**src/rtl/load_sequencer.sv**
```systemverilog
// Tile-load front end: accepts a word stream and emits registered buffer writes for the bias, weight and IFM phases in that order.
// Define LOAD_SEQ_BIAS_EN to include the BIAS phase; when it is undefined, bias_len is ignored and loading runs WGT then IFM.
module load_sequencer #(
  parameter int         DATA_WIDTH = 32,
  parameter int         ADDR_WIDTH = 10,
  parameter logic [1:0] SEL_IFM    = 2'b01,
  parameter logic [1:0] SEL_WGT    = 2'b10,
  parameter logic [1:0] SEL_BIAS   = 2'b11
) (
  input  logic                  clk,
  input  logic                  rst,
  input  logic                  start,
  input  logic [ADDR_WIDTH:0]   bias_len,
  input  logic [ADDR_WIDTH:0]   wgt_len,
  input  logic [ADDR_WIDTH:0]   ifm_len,
  input  logic [DATA_WIDTH-1:0] s_data,
  input  logic                  s_valid,
  output logic                  s_ready,
  output logic [1:0]            sel,
  output logic [DATA_WIDTH-1:0] data_out,
  output logic                  wr_en,
  output logic [ADDR_WIDTH-1:0] wr_addr,
  output logic                  busy,
  output logic                  done
);

  localparam int            LW  = ADDR_WIDTH + 1;
  localparam logic [LW-1:0] ONE = LW'(1);

`ifdef LOAD_SEQ_BIAS_EN
  typedef enum logic [2:0] {S_IDLE, S_BIAS, S_WGT, S_IFM, S_DONE} state_t;
`else
  typedef enum logic [2:0] {S_IDLE, S_WGT, S_IFM, S_DONE} state_t;
`endif

  state_t                  state_reg;
  state_t                  first_state;
  state_t                  after_state;
  logic [LW-1:0]           count_reg;
  logic [LW-1:0]           wgt_len_reg;
  logic [LW-1:0]           ifm_len_reg;
  logic [LW-1:0]           phase_len;
  logic [1:0]              phase_sel;
  logic [1:0]              sel_reg;
  logic [DATA_WIDTH-1:0]   data_reg;
  logic                    wr_en_reg;
  logic [ADDR_WIDTH-1:0]   addr_reg;
  logic                    done_reg;
  logic                    accept;
  logic                    last_beat;

`ifdef LOAD_SEQ_BIAS_EN
  logic [LW-1:0]           bias_len_reg;
`else
  logic                    unused_bias;
  assign unused_bias = ^bias_len;
`endif

  always_comb begin
    phase_len   = '0;
    phase_sel   = 2'b00;
    after_state = S_DONE;
    s_ready     = 1'b0;
    case (state_reg)
`ifdef LOAD_SEQ_BIAS_EN
      S_BIAS: begin
        phase_len   = bias_len_reg;
        phase_sel   = SEL_BIAS;
        s_ready     = 1'b1;
        after_state = (wgt_len_reg != '0) ? S_WGT :
                      (ifm_len_reg != '0) ? S_IFM : S_DONE;
      end
`endif
      S_WGT: begin
        phase_len   = wgt_len_reg;
        phase_sel   = SEL_WGT;
        s_ready     = 1'b1;
        after_state = (ifm_len_reg != '0) ? S_IFM : S_DONE;
      end
      S_IFM: begin
        phase_len   = ifm_len_reg;
        phase_sel   = SEL_IFM;
        s_ready     = 1'b1;
        after_state = S_DONE;
      end
      default: begin
        phase_len   = '0;
      end
    endcase
  end

  // Zero-length phases are skipped right at start, so a phase is only ever entered with length >= 1.
  always_comb begin
`ifdef LOAD_SEQ_BIAS_EN
    first_state = (bias_len != '0) ? S_BIAS :
                  (wgt_len  != '0) ? S_WGT  :
                  (ifm_len  != '0) ? S_IFM  : S_DONE;
`else
    first_state = (wgt_len  != '0) ? S_WGT  :
                  (ifm_len  != '0) ? S_IFM  : S_DONE;
`endif
  end

  assign accept    = s_valid && s_ready;
  assign last_beat = (count_reg + ONE) == phase_len;

  always_ff @(posedge clk) begin
    if (rst) begin
      state_reg    <= S_IDLE;
      count_reg    <= '0;
      wgt_len_reg  <= '0;
      ifm_len_reg  <= '0;
`ifdef LOAD_SEQ_BIAS_EN
      bias_len_reg <= '0;
`endif
      sel_reg      <= 2'b00;
      data_reg     <= '0;
      wr_en_reg    <= 1'b0;
      addr_reg     <= '0;
      done_reg     <= 1'b0;
    end else begin
      wr_en_reg <= accept;
      sel_reg   <= accept ? phase_sel : 2'b00;
      data_reg  <= accept ? s_data : '0;
      addr_reg  <= accept ? count_reg[ADDR_WIDTH-1:0] : '0;
      done_reg  <= 1'b0;
      case (state_reg)
        S_IDLE: begin
          if (start) begin
            wgt_len_reg  <= wgt_len;
            ifm_len_reg  <= ifm_len;
`ifdef LOAD_SEQ_BIAS_EN
            bias_len_reg <= bias_len;
`endif
            count_reg    <= '0;
            state_reg    <= first_state;
            done_reg     <= (first_state == S_DONE);
          end
        end
        S_DONE: state_reg <= S_IDLE;
        default: begin
          if (accept) begin
            if (last_beat) begin
              count_reg <= '0;
              state_reg <= after_state;
              done_reg  <= (after_state == S_DONE);
            end else begin
              count_reg <= count_reg + ONE;
            end
          end
        end
      endcase
    end
  end

  assign sel      = sel_reg;
  assign data_out = data_reg;
  assign wr_en    = wr_en_reg;
  assign wr_addr  = addr_reg;
  assign busy     = (state_reg != S_IDLE);
  assign done     = done_reg;

endmodule

```
**config.mk**
```make
export PLATFORM = sky130hd
export DESIGN_NAME = load_sequencer
export DESIGN_NICKNAME = d
export VERILOG_FILES = /design/src/rtl/load_sequencer.sv
export SDC_FILE = /design/constraint.sdc
export NUM_CORES = 1
export LEC_CHECK = 0
export CORE_ASPECT_RATIO = 1.25
export CORE_MARGIN = 2
export CORE_UTILIZATION = 45
export CTS_CLUSTER_DIAMETER = 50
export DETAILED_ROUTE_END_ITERATION = 7
export PLACE_DENSITY_LB_ADDON = 0.1
export SYNTH_ARGS = -nofsm -noshare
export SYNTH_HDL_FRONTEND = slang
export SYNTH_SLANG_ARGS = --single-unit
export TNS_END_PERCENT = 1
```
**constraint.sdc**
```tcl
create_clock -name clk -period 3.5 [get_ports clk]
set_input_delay 0.7 -clock clk [delete_from_list [all_inputs] [get_ports clk]]
set_output_delay 0.7 -clock clk [all_outputs]
set_load 0.02 [all_outputs]
```
==> metrics.md <==
| Metric | Value |
|---|---|
| HPWL after detailed placement | 5980 µm |
| FFs w/ async S/R, synth | 0% |
| Synthesis-to-layout area growth | 39.4% |
| First-pass GRT wire length | 13,100 µm |
| Diodes inserted | 0 |
| Input/output buffers | 105 |
| Per-cell routed wire length | 13.8 µm |
| Post-synthesis sequential area ratio | 47.8% |
| Dominant cell type by area after synthesis | dfxtp_1 |
| Vias in the first global route | 2,797 |
| P_leak | 1.74 nW |
| Final total power | 2.55 mW |
| Clock root buffer | clkbuf_8 |
| Reg power frac | 41.5% |
| Post-synth EDFFs | 0 |
| Slew @ Worst Pin | 778 ps |
| Filler cell count | 685 |
| Internal Power | 1.71 mW |
| Clock sink total | 81 |
| Total die area | 8250 µm² |
| Final hold vios | 0 |
| Routed Antenna Nets | 0 |
| # rows | 35 |
| Worst hold slack | 457 ps |
| Final setup viols | 0 |
| Yosys warnings | 0 |
| GPL Wtd Cong | 0.810 |
| Ratio of cells with drive above 1 in the final layout | 6.98% |
| Post-CTS sizing | 0 |
| Post-synth top cells | dfxtp_1 (81), nand2_1 (65), and2_1 (44), a21oi_1 (26), clkbuf_1 (18) |
| Maximum vdd drop | 0.000301 V |
| Critical path required time | 3750 ps |
| Post-place setup slack | 365 ps |
| Period utilisation layout | 89.9% |
| Mean Syn Cell Area | 8.86 µm² |
| CTS tree | yes |
| Setup CP Type | register to register |
| Combinational power share | 28.6% |
| Vias per cell | 5.24 |
| Max-slew violations | 0 |
| Max cap viols | 0 |
| Core area | 7360 µm² |
| H-tree depth | 3 |
| Unrepaired setup endpoints after global routing | false |
| Crit path capture type | register |
| Initial drt markers | 162 |
| Yosys top cell area share | 47.8% |
| Nets@finish | 558 |
| Post-Route WL | 7980 µm |
| Initial antenna violation count | 0 |
| Largest net degree at the start of global routing | 46 |
| Worst-path clk slew | 90 ps |
| Slew HR | 48.1% |
| Top-count cell post-synth | dfxtp_1 |
| Clock network fraction of design power | 29.9% |
| Placed Cells | 563 |
| Effective utilization at floorplan | 46.1% |
| Post-route DRC violation count | 0 |
| Vias | 3,032 |
| Sequential cell area | 1620 µm² |
| Top cells by area, synth | dfxtp_1 (48%), and2_1 (8.1%), nand2_1 (7.2%) |
| Max Fanout on Critical Path | 9 |
| Setup ws final | 352 ps |
| Synth Flop Type | dfxtp_1 |
| Die X | 81.7 µm |
| Worst skew pair latency | 350 ps |
| Setup total negative slack | 0 ps |
| Syn_nets | 459 |
| Fmax | 318 MHz |
| Register bit total from synthesis | 81 |
| Fin cells | 579 |
| I/O pins | 117 |
| Hold_buf cts | 0 |
| Cell area after synthesis | 3390 µm² |
| Switching power | 0.843 mW |
| Gr ovfl total | 0 |
| CTS buffer count | 9 |
| Sw Ratio | 33.0% |
| Max FFs per register | 32 |
| Postcts setup bufs | 0 |
| Clock Tree Buf Depth | 2 |
| Distinct cells, synth | 53 |
| Synth Instances | 383 |
| Status | finished, final reports clean |
| Die height | 101 µm |
| Critical Path Source Type | register |
| Multi-input gate area | 1670 µm² |
| PwrDens | 540 nW/µm² |
| Final min period | 3150 ps |
| Worst min path class | register to register |
| Pre-antenna DRT Iters | 4 |
| Setup Skew | 9.03 ps |
| CP Data Arrival Time | 3400 ps |
| Total GRT Usage | 20.4% |
-- critical path: stages (launching register included) --
cell      delay (ps)
dfxtp_1          460
ha_1             320
nand3_4          160
or4_4            570
and2_4           180
o41a_1           400
a211oi_2         430
a21oi_2          200
a21boi_0         160
a21o_1           170
-- layout make-up --
class / instances / area share (%)
clock buffers: 9 / 2.62
well taps: 92 / 2.43
repair buffers: 109 / 22.9
multi-input cells: 276 / 35.2
inverters: 5 / 0.397
clock inverters: 7 / 2.14
flip-flops and latches: 81 / 34.3
-- worst paths after layout --
kind	startpoint	endpoint	slack, ps	cells after the start
worst min register to register	wgt_len_reg[0]	wgt_len_reg[0]	460	2
worst max-delay path	count_reg[0]	count_reg[10]	350	9
worst min-delay path	wgt_len_reg[0]	wgt_len_reg[0]	460	2
worst max register to register	count_reg[0]	count_reg[10]	350	9
-- layer usage --
layer  routed length [µm]  track usage, %  vias up
li1                     -               -     1541
met1                 3210            23.2     1367
met2                 3940            34.9      104
met3                  554            5.02       20
met4                  280            10.5        0
met5                    0               0        -
-- through the flow --
step / util [%] / instance area [µm²]
floorplan: - / 3390
global placement: 61.2 / 4500
detailed placement: 61.2 / 4500
CTS: 64.3 / 4730
global route: 64.3 / 4730
finish: 64.3 / 4730
-- power by group through the flow --
stage / Clock [mW] / Sequential [mW] / Combinational (mW)
floorplan: 0 / 1.11 / 0.419
global placement: 0 / 1.08 / 0.719
global route: 0.819 / 1.07 / 0.806
detailed placement: 0 / 1.08 / 0.728
CTS: 0.780 / 1.06 / 0.730
finish: 0.763 / 1.06 / 0.730
-- cell families after synthesis --
group,count (synthesis),synth area share [%]
AO/OA/AOI/OAI,89,18.1
buffers and inverters,26,3.14
AND/OR/NAND/NOR,174,26.3
XOR/XNOR,6,2.03
flip-flops,81,47.8
adder cells (fa/ha/maj),7,2.58
-- cells in the final DEF, fill, tap and decap left out, types with 9 or more instances in the layout --
| master | n |
|---|---|
| nand3_1 | 10 |
| clkbuf_8 | 9 |
| a22o_1 | 10 |
| nand2_1 | 65 |
| o21ai_0 | 16 |
| and2_1 | 44 |
| nor2_1 | 13 |
| nor3_1 | 11 |
| dfxtp_1 | 81 |
| nor4_1 | 9 |
| a21oi_1 | 26 |
| clkdlybuf4s50_1 | 105 |
(Power assumes the default switching activity.)
